$ cat src/rtl/hdr_pkg.sv
// Shared definitions for the HDR merge family: FSM encoding, width helpers,
// hat weighting and signed saturation limits.
package hdr_pkg;

  localparam logic [2:0] ST_IDLE = 3'd0;
  localparam logic [2:0] ST_MUL  = 3'd1;
  localparam logic [2:0] ST_SUM  = 3'd2;
  localparam logic [2:0] ST_DIV  = 3'd3;
  localparam logic [2:0] ST_DONE = 3'd4;

  function automatic int clog2(input int value);
    int r;
    r = 0;
    while ((1 << r) < value) r++;
    return r;
  endfunction

  // Signed numerator: (N+1)-bit difference times a PIX_W-bit weight, summed over exposures.
  function automatic int acc_width(input int n, input int pix_w, input int num_exp);
    return n + 1 + pix_w + clog2(num_exp);
  endfunction

  // Hat weights never exceed 2^(PIX_W-1)-1, so the weight sum fits in this width.
  function automatic int den_width(input int pix_w, input int num_exp);
    return pix_w - 1 + clog2(num_exp);
  endfunction

  function automatic int sat_pos_lim(input int n);
    return (1 << (n - 1)) - 1;
  endfunction

  function automatic int sat_neg_mag(input int n);
    return 1 << (n - 1);
  endfunction

  function automatic int unsigned hat_weight(input int unsigned z, input int unsigned pix_w);
    int unsigned zmax;
    zmax = (32'd1 << pix_w) - 32'd1;
    return (z <= (zmax >> 1)) ? z : zmax - z;
  endfunction

endpackage

$ cat src/rtl/hdr_seq_div.sv
// Restoring unsigned divider, one quotient bit per cycle MSB first.
// done marks the cycle in which the final quotient is presented on quotient.
module hdr_seq_div
  import hdr_pkg::*;
#(
  parameter int DIVIDEND_W = 16,
  parameter int DIVISOR_W  = 6
) (
  input  logic                  clk,
  input  logic                  rst_n,
  input  logic                  start,
  input  logic [DIVIDEND_W-1:0] dividend,
  input  logic [DIVISOR_W-1:0]  divisor,
  output logic                  busy,
  output logic                  done,
  output logic [DIVIDEND_W-1:0] quotient
);

  localparam int CNT_W = (DIVIDEND_W > 1) ? clog2(DIVIDEND_W) : 1;
  localparam logic [CNT_W-1:0] LAST = CNT_W'(DIVIDEND_W - 1);

  logic                  busy_q, busy_d;
  logic [CNT_W-1:0]      cnt_q, cnt_d;
  logic [DIVISOR_W-1:0]  rem_q, rem_d;
  logic [DIVISOR_W-1:0]  dvs_q, dvs_d;
  logic [DIVIDEND_W-1:0] quo_q, quo_d;

  logic [DIVISOR_W:0]    trial;
  logic                  fits;
  logic [DIVISOR_W-1:0]  rem_step;
  logic [DIVIDEND_W-1:0] quo_step;

  // quo_q starts as the dividend; its MSB feeds the remainder while quotient bits shift in at the LSB.
  always_comb begin
    trial    = {rem_q, quo_q[DIVIDEND_W-1]};
    fits     = trial >= {1'b0, dvs_q};
    rem_step = fits ? DIVISOR_W'(trial - {1'b0, dvs_q}) : trial[DIVISOR_W-1:0];
    quo_step = {quo_q[DIVIDEND_W-2:0], fits};

    // NOTE: every combinational output gets a default first so no path can infer a latch.
    busy_d = busy_q;
    cnt_d  = cnt_q;
    rem_d  = rem_q;
    dvs_d  = dvs_q;
    quo_d  = quo_q;
    if (start) begin
      busy_d = 1'b1;
      cnt_d  = '0;
      rem_d  = '0;
      dvs_d  = divisor;
      quo_d  = dividend;
    end else if (busy_q) begin
      rem_d = rem_step;
      quo_d = quo_step;
      cnt_d = cnt_q + CNT_W'(1);
      if (cnt_q == LAST) busy_d = 1'b0;
    end
  end

  // NOTE: sequential state uses non-blocking assignments; blocking here would race with readers.
  always_ff @(posedge clk) begin
    if (!rst_n) begin
      busy_q <= 1'b0;
      cnt_q  <= '0;
    end else begin
      busy_q <= busy_d;
      cnt_q  <= cnt_d;
    end
  end

  // NOTE: datapath registers carry no reset; they are always loaded by start before being read.
  always_ff @(posedge clk) begin
    rem_q <= rem_d;
    dvs_q <= dvs_d;
    quo_q <= quo_d;
  end

  assign busy     = busy_q;
  assign done     = busy_q && (cnt_q == LAST);
  assign quotient = quo_step;

endmodule

$ cat src/rtl/hdr_merge_seq.sv
// Single-channel HDR radiance merge: lE = sum(w*(g-lnt)) / sum(w) with hat
// weights, a registered multiply, a summing stage and a sequential divide.
module hdr_merge_seq
  import hdr_pkg::*;
#(
  parameter int NUM_EXP = 3,
  parameter int PIX_W   = 5,
  parameter int N       = 8,
  parameter int FP      = 4
) (
  input  logic                     clk,
  input  logic                     rst_n,
  input  logic                     in_valid,
  output logic                     in_ready,
  input  logic [NUM_EXP*PIX_W-1:0] pixel_in,
  input  logic [NUM_EXP*N-1:0]     g_in,
  input  logic [NUM_EXP*N-1:0]     lnt_in,
  output logic                     out_valid,
  input  logic                     out_ready,
  output logic [N-1:0]             out_data,
  output logic                     out_sat,
  output logic                     out_zero_w
);

  localparam int ACC_W = acc_width(N, PIX_W, NUM_EXP);
  localparam int P_W   = N + 1 + PIX_W;
  localparam int DEN_W = den_width(PIX_W, NUM_EXP);
  localparam logic [ACC_W-1:0] POS_LIM = ACC_W'(sat_pos_lim(N));
  localparam logic [ACC_W-1:0] NEG_LIM = ACC_W'(sat_neg_mag(N));
  localparam logic [N-1:0]     POS_MAX = N'(sat_pos_lim(N));
  localparam logic [N-1:0]     NEG_MIN = N'(sat_neg_mag(N));

  // Integer weights leave the quotient in the same Q(N-FP).FP format as g and lnt.
  if (FP < 0 || FP >= N) begin : g_bad_fp
    $error("hdr_merge_seq: FP must lie in [0, N-1]");
  end

  logic [2:0]            state_q, state_d;
  logic [PIX_W-1:0]      z_q [NUM_EXP];
  logic [PIX_W-1:0]      z_d [NUM_EXP];
  logic signed [N-1:0]   g_q [NUM_EXP];
  logic signed [N-1:0]   g_d [NUM_EXP];
  logic signed [N-1:0]   lnt_q [NUM_EXP];
  logic signed [N-1:0]   lnt_d [NUM_EXP];
  logic signed [P_W-1:0] p_q [NUM_EXP];
  logic signed [P_W-1:0] p_d [NUM_EXP];
  logic [N-1:0]          out_data_q, out_data_d;
  logic                  out_sat_q, out_sat_d;
  logic                  out_zero_w_q, out_zero_w_d;

  logic [PIX_W-1:0]      w [NUM_EXP];
  logic signed [N:0]     d [NUM_EXP];
  logic signed [ACC_W-1:0] num;
  logic [ACC_W-1:0]      num_abs;
  logic [DEN_W-1:0]      den;
  logic [ACC_W-1:0]      quo_neg;
  logic                  accept;
  logic                  div_start, div_busy, div_done;
  logic [ACC_W-1:0]      div_quo;

  assign accept    = (state_q == ST_IDLE) && in_valid;
  assign div_start = (state_q == ST_SUM) && (den != '0) && !div_busy;

  always_comb begin
    for (int i = 0; i < NUM_EXP; i++) begin
      z_d[i]   = accept ? pixel_in[i*PIX_W +: PIX_W] : z_q[i];
      g_d[i]   = accept ? $signed(g_in[i*N +: N]) : g_q[i];
      lnt_d[i] = accept ? $signed(lnt_in[i*N +: N]) : lnt_q[i];
      w[i]     = PIX_W'(hat_weight(32'(z_q[i]), PIX_W));
      d[i]     = (N+1)'(g_q[i]) - (N+1)'(lnt_q[i]);
      // Weight MSB is always zero, so the signed reinterpretation keeps it positive.
      p_d[i]   = (state_q == ST_MUL) ? P_W'($signed(w[i])) * P_W'(d[i]) : p_q[i];
    end
  end

  always_comb begin
    num = '0;
    den = '0;
    for (int i = 0; i < NUM_EXP; i++) begin
      num = num + ACC_W'(p_q[i]);
      den = den + DEN_W'(w[i]);
    end
    num_abs = num[ACC_W-1] ? ACC_W'(-num) : ACC_W'(num);
  end

  hdr_seq_div #(
    .DIVIDEND_W (ACC_W),
    .DIVISOR_W  (DEN_W)
  ) u_div (
    .clk      (clk),
    .rst_n    (rst_n),
    .start    (div_start),
    .dividend (num_abs),
    .divisor  (den),
    .busy     (div_busy),
    .done     (div_done),
    .quotient (div_quo)
  );

  always_comb begin
    state_d      = state_q;
    out_data_d   = out_data_q;
    out_sat_d    = out_sat_q;
    out_zero_w_d = out_zero_w_q;
    quo_neg      = -div_quo;
    case (state_q)
      ST_IDLE: if (in_valid) state_d = ST_MUL;
      ST_MUL:  state_d = ST_SUM;
      ST_SUM: begin
        if (den == '0) begin
          state_d      = ST_DONE;
          out_data_d   = '0;
          out_sat_d    = 1'b0;
          out_zero_w_d = 1'b1;
        end else begin
          state_d = ST_DIV;
        end
      end
      ST_DIV: begin
        if (div_done) begin
          state_d      = ST_DONE;
          out_zero_w_d = 1'b0;
          // p_q is frozen after MUL, so num still carries the sign of this sample.
          if (num[ACC_W-1]) begin
            out_sat_d  = div_quo > NEG_LIM;
            out_data_d = (div_quo > NEG_LIM) ? NEG_MIN : quo_neg[N-1:0];
          end else begin
            out_sat_d  = div_quo > POS_LIM;
            out_data_d = (div_quo > POS_LIM) ? POS_MAX : div_quo[N-1:0];
          end
        end
      end
      ST_DONE: if (out_ready) state_d = ST_IDLE;
      default: state_d = ST_IDLE;
    endcase
  end

  always_ff @(posedge clk) begin
    if (!rst_n) begin
      state_q      <= ST_IDLE;
      out_data_q   <= '0;
      out_sat_q    <= 1'b0;
      out_zero_w_q <= 1'b0;
    end else begin
      state_q      <= state_d;
      out_data_q   <= out_data_d;
      out_sat_q    <= out_sat_d;
      out_zero_w_q <= out_zero_w_d;
    end
  end

  always_ff @(posedge clk) begin
    z_q   <= z_d;
    g_q   <= g_d;
    lnt_q <= lnt_d;
    p_q   <= p_d;
  end

  assign in_ready   = (state_q == ST_IDLE);
  assign out_valid  = (state_q == ST_DONE);
  assign out_data   = out_data_q;
  assign out_sat    = out_sat_q;
  assign out_zero_w = out_zero_w_q;

endmodule
$ cat config.mk
export PLATFORM = sky130hd
export DESIGN_NAME = hdr_merge_seq
export DESIGN_NICKNAME = d
export VERILOG_FILES = /design/src/rtl/hdr_pkg.sv /design/src/rtl/hdr_seq_div.sv /design/src/rtl/hdr_merge_seq.sv
export SDC_FILE = /design/constraint.sdc
export NUM_CORES = 1
export LEC_CHECK = 0
export ABC_CLOCK_PERIOD_IN_PS = 7100
export BUFFER_PORTS_ARGS = -buffer_cell sky130_fd_sc_hd__buf_2
export CORE_ASPECT_RATIO = 0.5
export CORE_MARGIN = 2
export CORE_UTILIZATION = 64
export CTS_BUF_LIST = sky130_fd_sc_hd__clkbuf_8
export DETAILED_ROUTE_END_ITERATION = 7
export GPL_TIMING_DRIVEN = 0
export PLACE_DENSITY = 0.83
export SYNTH_ARGS = -nofsm -noshare
export SYNTH_HDL_FRONTEND = slang
export SYNTH_HIERARCHICAL = 1
export SYNTH_SLANG_ARGS = --single-unit
export TNS_END_PERCENT = 30
$ cat constraint.sdc
create_clock -name clk -period 7.1 [get_ports clk]
set_input_delay 1.42 -clock clk [delete_from_list [all_inputs] [get_ports clk]]
set_output_delay 1.42 -clock clk [all_outputs]
set_load 0.02 [all_outputs]
==> impl_metrics.toml, run 1 <==
[sta]
tightest_slew_ps = 1040
finalSetupTns_ps = 0
worst_hold_slack_ps = 458
maxSlewHeadroom = 0.303
setup_viol = 0
fin_skew_ps = 15.1
rsz0062_at_grt = "no"
fmax_mhz = 174
hold_viol = 0
drv_slew = 0
period_needed_ps = 5750
period_share = 0.810

[layout]
drive_above_1_share = 0.130
area_growth_pct = 9.85
n_antenna_cell = 0
fillers = 1370
ff_latch_area_um2 = 4290
fin_area_um2 = 14100
fin_nets = 1659
final_util = 0.721
multi_input_area_um2 = 7630

[clock_tree]
cts_tree = "yes"
clock_latency_ps = 490
cts-buffers-inserted = 17
cts_repair_resize_count = 0
h-tree-depth = 4
clkSinkCount = 151
clock-root-buffer = "clkbuf_8"
clk_pin_slew_ps = 90
cts_setup_buffers = 0
cts-hold-fix-buffers = 0
clockBufferDepth = 2

[die]
die_width_um = 204
die-area_um2 = 21300
initial_utilization = 0.656
floorplan.die.height_um = 104
coreArea_um2 = 19500
fp-row-count = 36
io_pins = 79

[grt]
grt_pass1_vias = 9111
antenna_found_initial = 1
overflow = 0
grt_first_pass_wirelength_mm = 41.9
grt_max_degree = 45
track_usage = 0.248

[detailed_routing]
ant_nets = 0
num_vias = 8883
drt_pass1_iterations = 5
vias_per_cell = 5.42
drc = 0
drtIter0Drc = 501
wl_per_cell_um = 15.1
wirelength_mm = 24.8

[setup_path]
rrSetupSlack_ps = 1350
worstPathArrival_ps = 5900
critPathMaxFanout = 16
cp_slowest_cell = "xnor2_1"
cp.required_ps = 7250
worstPathCellList = "clkbuf_1, xnor2_1, fa_1, inv_1, ha_1, fa_1, a21o_1, a21oi_1, xnor2_1, nor3_2, nor3b_1, clkbuf_1, buf_1, or2_2"
start_kind = "flip-flop"
cp-end-kind = "flip-flop"
critPathKind = "reg2reg"
critPathMaxStageDelay_ps = 850

[logic_synthesis]
async_reset_ff_frac = 0
yosysWarnings = 6
synthCells = 1233
synthFlopType = "edfxtp_1"
postSynthAreaPerCell_um2 = 10.4
synth_area_um2 = 12800
ys_seq_elements = 151
synth_edf_count = 127
synth_seq_area_share = 0.335
ys_types = 72

[placed_design]
hpwl_mm = 20.0
port_buffers = 78
dpl_cell_area_um2 = 13700
gp_congestion = 0.877

[run]
maxCapViolCount = 0

[outcome]
outcome = "finished, final reports clean"

[min_path]
hold_path.class = "reg2reg"
## placed cells by master, fill, tap and decap left out, types with 36 or more instances in the layout
master	count
ha_1	121
inv_1	215
a21oi_1	46
o21ai_0	36
nor2_1	122
fa_1	111
edfxtp_1	127
nand2_1	44
xnor2_1	71
buf_2	81
## cell type report
type                            count  area share
Clock buffer                       19      0.0186
Timing Repair Buffer               80      0.0306
Tap cell                          266      0.0236
Inverter                          214      0.0570
Clock inverter                     13     0.00888
Sequential cell                   151       0.305
Buffer                             36      0.0147
Multi-Input combinational cell    860       0.542
## critical path: cells and delay by family (launching register included)
| family | cells | cell delay (ps) |
|---|---|---|
| DFF | 1 | 360 |
| and+or+nand+nor | 3 | 1470 |
| xor gates and xnor gates | 2 | 1260 |
| AOI/OAI and AO/OA | 2 | 190 |
| adders and majority gates | 3 | 950 |
| buffers and inverters | 4 | 1160 |
## metrics by stage
step                cells  setup slack (ps)
global route         1639               718
finish               1639              1350
floorplan            1261              2080
detailed placement   1607              1350
CTS                  1639              1330
global placement     1605              1530
## path summary, 6_finish.rpt
kind                from  cells past startpoint        endpoint
min reg2reg  out_data[0]                      2     out_data[0]
min          out_data[0]                      2     out_data[0]
max reg2reg       z_q[9]                     14  u_div/quo_q[8]
max               z_q[9]                     14  u_div/quo_q[8]
## state kept, by name, summed over array words and instances, names as in the netlist
register,count
out_data,8
state_q,3
u_div/dvs_q,6
p_q,42
u_div/cnt_q,4
out_zero_w,1
g_q,24
out_sat,1
lnt_q,24
z_q,15
u_div/quo_q,16
u_div/rem_q,6
u_div/busy,1
## logic make-up (layout without fill, tap and decap cells)
| group | count (synthesis) | after routing | share of synthesized area |
|---|---|---|---|
| DFF | 151 | 151 | 0.335 |
| muxes | 25 | 25 | 0.0216 |
| adders and majority gates | 232 | 232 | 0.291 |
| buffers and inverters | 250 | 362 | 0.0787 |
| other | 2 | 30 | 0.000586 |
| xor gates and xnor gates | 95 | 95 | 0.0649 |
| and+or+nand+nor | 295 | 295 | 0.114 |
| AOI/OAI and AO/OA | 183 | 183 | 0.0938 |
## per-layer routing
metal	share of wire	GRT usage	up-vias	wire, µm
met5	0.00052	0	-	13
met4	0.017	0.0792	2	426
met3	0.043	0.0508	43	1060
met2	0.48	0.406	171	11800
met1	0.46	0.332	4330	11500
li1	-	-	4337	-
## cell usage after synthesis (5+ instances only)
cell	instances	area, µm²
a21boi_0	10	75.1
a21oi_1	46	230
a21o_1	20	150
xor2_1	24	210
edfxtp_1	127	3810
mux2_2	17	191
fa_1	111	2220
or3_1	7	43.8
nor2b_1	17	106
o21a_1	11	82.6
nand2b_1	9	56.3
nor3_1	30	150
mux2i_1	7	70.1
buf_4	16	120
nor2_1	123	462
nand3_1	6	30.0
nand2_1	44	165
o21ai_0	36	180
ha_1	121	1510
o21ai_1	5	25.0
xnor2_1	71	622
inv_1	214	803
a31oi_1	6	37.5
a211oi_1	10	75.1
clkbuf_1	14	52.6
or2_2	17	106
nand4_1	5	31.3
nor3b_1	8	60.1
dfxtp_1	24	480
Power of run 1 is not shown: default switching activity piles up to over one toggle a cycle in this logic, so the estimate is an artifact.
==> run 2, diff against run 1 <==
ABC_AREA = 1   (was not set)
ABC_CLOCK_PERIOD_IN_PS = 5900   (was 7100)
clock period = 5.9 ns   (was 7.1 ns; I/O delays follow)
==> run 2 against run 1 <==
Maximum frequency increased by 8.3%. Clock-buffer cell count fell by 2. Non-clock buffer count fell by 4. Core utilization fell by 0.68 points. Highest routed layer is now met4. Critical path depth grew 5. Setup slack worse by 760 ps. Final cell count increased by 17%. Largest cell class unchanged. Via count up 12%. First-iteration DRC count grew 33%.
==> impl_metrics.toml, run 2 <==
[clock_tree]
clkSinkCount = 151
clockBufferDepth = 2
h-tree-depth = 4
cts_tree = "yes"
clock-root-buffer = "clkbuf_8"
cts-hold-fix-buffers = 0
cts_setup_buffers = 0
clock_latency_ps = 520
clk_pin_slew_ps = 100
cts_repair_resize_count = 0
cts-buffers-inserted = 17

[setup_path]
worstPathArrival_ps = 5630
critPathMaxFanout = 5
critPathKind = "reg2reg"
reg2regPathDepth = 19
r2r_end = "p_q[26]"
worstReg2RegStart = "lnt_q[8]"
start_kind = "flip-flop"
cp.required_ps = 6220
rrSetupSlack_ps = 590
cp-end-kind = "flip-flop"

[logic_synthesis]
synth_area_um2 = 13400
postSynthAreaPerCell_um2 = 8.93
synthCells = 1495
yosys-top-cells-area = "edfxtp_1, fa_1, ha_1"
synth_commonest_cells = "inv_1, nand2_1, nor2_1, edfxtp_1, ha_1"
async_reset_ff_frac = 0
ys_seq_elements = 151
synth_edf_count = 127
yosysMostFrequentCell = "inv_1"
yosys.area.top_type_share = 0.286
synthFlopType = "edfxtp_1"
yosysTopAreaCell = "edfxtp_1"
synth_seq_area_share = 0.322
ys_types = 52
yosysWarnings = 6

[detailed_routing]
drc = 0
num_vias = 9937
wirelength_mm = 26.6
wl_per_cell_um = 13.9
drtIter0Drc = 668
ant_nets = 0
drt_pass1_iterations = 5
vias_per_cell = 5.20

[sta]
period_share = 0.901
maxSlewHeadroom = 0.145
rsz0062_at_grt = "no"
worst_hold_slack_ps = 465
drv_slew = 0
tightest_slew_ps = 1270
period_needed_ps = 5310
fmax_mhz = 188
finalSetupTns_ps = 0
hold_viol = 0
fin_skew_ps = 20.9
setup_viol = 0

[outcome]
outcome = "finished, final reports clean"

[die]
die_width_um = 208
fp-row-count = 37
io_pins = 79
initial_utilization = 0.651
floorplan.die.height_um = 106
coreArea_um2 = 20500
die-area_um2 = 22100

[grt]
antenna_found_initial = 0
grt_max_degree = 39
grt_first_pass_wirelength_mm = 45.4
overflow = 0
track_usage = 0.257
grt_pass1_vias = 9898

[layout]
layout_commonest_cell = "inv_1"
reg_top3 = "p_q: 42 flops, g_q: 24 flops, lnt_q: 24 flops"
fillers = 1511
final_cell_mix = "inv_1, nand2_1, nor2_1"
final_cells = 1911
area_growth_pct = 9.66
largest_register_ffs = 42
n_antenna_cell = 0
regMostFlops = "p_q"
fin_nets = 1924
drive_above_1_share = 0.115

[min_path]
holdPathStages = 2
worstHoldStart = "out_zero_w"
hold_path.class = "reg2reg"
min_to = "out_zero_w"

[run]
maxCapViolCount = 0

[placed_design]
gp_congestion = 0.887
hpwl_mm = 21.6
port_buffers = 78
dp_cells = 1879
[run 2: cell types whose count changed in the layout (fill, tap and decap cells not counted), sizes merged, moves of 21 or more]
cell	delta
inv	+87
xnor2	-31
nand2	+231
xor2	+21
nand4	+21
nand3	+70
nor2	+42
[run 2: cell families (layout without fill, tap and decap cells)]
logic type                 Yosys count  in the layout  synth area share
other                                2             30          0.000563
buffers and inverters              328            443            0.0982
AOI/OAI and AO/OA                  117            117            0.0520
adders and majority gates          232            232             0.280
DFF                                151            151             0.322
xor gates and xnor gates            85             85            0.0569
and+or+nand+nor                    580            580             0.191
[run 2: area by class of cell]
type / instances / area (µm²) / share of cell area
clock buffer: 17 / 234 / 0.0160
buffer: 29 / 189 / 0.0129
inverter: 299 / 1120 / 0.0767
timing repair buffer: 83 / 463 / 0.0316
multi-input combinational: 1044 / 7860 / 0.537
tap: 273 / 342 / 0.0233
sequential: 151 / 4290 / 0.293
clock inverter: 15 / 134 / 0.00914
[run 2: worst max-delay path by stage]
stage	slack, ps	endpoint	startpoint	depth (start not counted)
detailed placement	620	p_q[40]	lnt_q[16]	19
global route	210	p_q[40]	g_q[16]	20
finish	590	p_q[26]	lnt_q[8]	19
floorplan	1220	p_q[27]	lnt_q[8]	19
CTS	570	p_q[40]	lnt_q[16]	19
global placement	550	lnt_q[7]	in_valid	3
[run 2: critical path: stages (launching register included)]
cell and delay [ps]:
edfxtp_1 380, ha_1 210, fa_1 420, o21ai_0 350, a21oi_1 130, o21bai_1 210, nand2_1 70, a22oi_1 380
nor2_1 190, fa_1 600, inv_1 60, fa_1 480, fa_1 530, inv_1 50, ha_1 330, nand2_1 90
nor2_1 130, nand3_1 90, o2111ai_1 120, xor2_1 300
[run 2: through the flow]
step	worst slack [ps]	instance area [µm²]	util
3_3_place_gp	549	14200	0.692
6_report	587	14600	0.714
3_5_place_dp	621	14300	0.696
5_1_grt	209	14600	0.714
2_1_floorplan	1220	13500	-
4_1_cts	570	14600	0.714
[run 2: per-layer routing]
metal	track usage	routed length [µm]	up-vias
li1	-	-	4973
met1	0.345	12100	4695
met2	0.432	12600	232
met3	0.0425	1410	37
met4	0.0853	465	0
met5	0	0	-
Power of run 2 is left out for the same reason.
==> run 3, diff against run 2 <==
--- a/config.mk
+++ b/config.mk
@@ -19,3 +19,2 @@
 export SYNTH_HDL_FRONTEND = slang
-export SYNTH_HIERARCHICAL = 1
 export SYNTH_SLANG_ARGS = --single-unit
==> constraint.sdc (replaced) <==
create_clock -name clk -period 5.9 [get_ports clk]
set_input_delay 0.295 -clock clk [delete_from_list [all_inputs] [get_ports clk]]
set_output_delay 0.295 -clock clk [all_outputs]
set_load 0.02 [all_outputs]
==> run 3 against run 2 <==
Core utilization rose by 5.0 points. Hold slack got worse by 370 ps. Final area rose by 3.2%. Synthesized area fell by 1.7%. Final cell count rose by 1.4%. Non-clock buffer count rose by 49. Wire length rose by 14%. First-iteration DRC count rose by 2.2%. Maximum frequency fell by 3.6%.
==> impl_metrics.toml, run 3 <==
[logic_synthesis]
synth_compound_area_frac = 0.0624
ys_seq_elements = 151
yosys.area.top_type_share = 0.290
yosysTopAreaCell = "edfxtp_1"
synth_edf_count = 127
synth_top_family_by_area = "adder cells"
synth.area.mux_share = 0
yosys-top-cells-area = "edfxtp_1, fa_1, ha_1"
synthXorXnorAreaFrac = 0.0599
yosysMostFrequentCell = "inv_1"
yosysWarnings = 0
synthCells = 1461
synthFlopType = "edfxtp_1"
synth_adder_area_share = 0.281
synth_seq_area_share = 0.327
postSynthAreaPerCell_um2 = 8.99
synth_area_um2 = 13100
yosys.area_share.simple = 0.178
synth_commonest_cells = "inv_1, nand2_1, nor2_1, edfxtp_1, ha_1"
ys_types = 51
async_reset_ff_frac = 0

[sta]
fin_skew_ps = 18.7
rsz0062_at_grt = "no"
period_share = 0.934
tightest_slew_ps = 1340
period_needed_ps = 5510
setup_viol = 0
fmax_mhz = 182
setup_ws_ps = 391
drv_slew = 0
maxSlewHeadroom = 0.0977
hold_viol = 0

[clock_tree]
clock-root-buffer = "clkbuf_8"
cts_repair_resize_count = 0
clockBufferDepth = 2
clkSinkCount = 151
clock_latency_ps = 500
cts_tree = "yes"
clk_pin_slew_ps = 80
cts-buffers-inserted = 17
h-tree-depth = 4

[min_path]
min_to = "state_q[2]"
holdPathStages = 3
worstHoldStart = "rst_n"
hold_path.class = "in2reg"

[die]
fp-row-count = 36
io_pins = 79
die-area_um2 = 21700
coreArea_um2 = 19800
initial_utilization = 0.664
die_width_um = 207
floorplan.die.height_um = 105

[detailed_routing]
drc = 0
wl_per_cell_um = 15.7
wirelength_mm = 30.4
drt_pass1_iterations = 5
ant_nets = 0
num_vias = 10400
drtIter0Drc = 683
vias_per_cell = 5.39

[layout]
regMostFlops = "p_q"
layout_commonest_cell = "inv_1"
n_antenna_cell = 0
largest_register_ffs = 42
final_util = 0.764
reg_top3 = "p_q: 42 flops, g_q: 24 flops, lnt_q: 24 flops"
area_growth_pct = 15.1
drive_above_1_share = 0.109
final_cells = 1937
fin_nets = 1957
final_cell_mix = "inv_1, nand2_1, nor2_1"

[outcome]
outcome = "finished, final reports clean"

[grt]
track_usage = 0.297
grt_first_pass_wirelength_mm = 50.1
antenna_found_initial = 0
grt_pass1_vias = 10600
grt_max_degree = 20
overflow = 0

[setup_path]
rrSetupSlack_ps = 390
critPathMaxFanout = 4
worstPathArrival_ps = 5770
critPathMaxStageDelay_ps = 540
r2r_end = "p_q[27]"
worstPathCellList = "ha_1, nand2_1, o21ai_0, a21oi_1, o21ai_0, xor2_1, nor2_1, fa_1, fa_1, inv_1, fa_1, inv_1, ha_1, a21oi_1, nand2_1, a21oi_1, o21ai_0, a21o_1, a21oi_1, inv_1, nand2_1, nand2_1"
cp-end-kind = "flip-flop"
critPathKind = "reg2reg"
reg2regPathDepth = 22
worstReg2RegStart = "g_q[10]"
start_kind = "flip-flop"
cp_slowest_cell = "fa_1"
cp.required_ps = 6160

[placed_design]
dp_cells = 1843
port_buffers = 78
place_ws_ps = 496
hpwl_mm = 22.1
gp_congestion = 0.916

[run]
maxCapViolCount = 0
==> run 3: layout make-up <==
cell class                 instances  area (µm²)
clock buffer                      17         234
tap                              266         333
fill                            1272        4660
sequential                       151        4290
buffer                            12        78.8
multi-input combinational       1031        7760
timing repair buffer             149        1110
clock inverter                    14         185
inverter                         297        1120
==> run 3: routing by layer <==
layer	up-vias	global-route usage	wire, µm
li1	5023	-	-
met1	4946	0.394	13000
met2	400	0.489	14500
met3	64	0.0566	2040
met4	0	0.108	791
met5	-	0	0
==> run 3: cell families (layout without fill, tap and decap cells) <==
family	Yosys count	in the layout
DFF	151	151
xor gates and xnor gates	86	86
and+or+nand+nor	533	533
adders and majority gates	231	231
other	2	32
AOI/OAI and AO/OA	149	149
buffers and inverters	309	489
==> run 3: worst max path at each step <==
stage	startpoint	slack, ps	endpoint	cells past startpoint
final	g_q[10]	390	p_q[27]	22
after global routing	g_q[10]	20	p_q[27]	22
after CTS	g_q[10]	470	p_q[27]	22
after detailed placement	g_q[10]	500	p_q[27]	22
after global placement	state_q[0]	-950	z_q[2]	3
after floorplan	state_q[0]	590	g_q[0]	3
==> run 3: worst max-delay path: cells and delay by family, from the launching register on <==
kind | cells | cell delay [ps]
xor gates and xnor gates | 1 | 430
and+or+nand+nor | 5 | 390
DFF | 1 | 370
AOI/OAI and AO/OA | 8 | 1620
buffers and inverters | 3 | 160
adders and majority gates | 5 | 2290
==> run 3: timing repair <==
action | in CTS | in global routing
endpoints found under the hold margin | 63 | 0
buffers inserted | 0 | 0
hold buffers | 63 | 0
==> run 3: per-stage QoR <==
| stage | instance area (µm²) | TNS (ps) | hold slack, ps |
|---|---|---|---|
| global route | 15100 | 0 | 114 |
| detailed placement | 14100 | 0 | 456 |
| CTS | 15100 | 0 | 65.0 |
| global placement | 14000 | -59360 | 449 |
| finish | 15100 | 0 | 97.6 |
| floorplan | 13200 | 0 | 394 |
Power of run 3 is left out for the same reason.
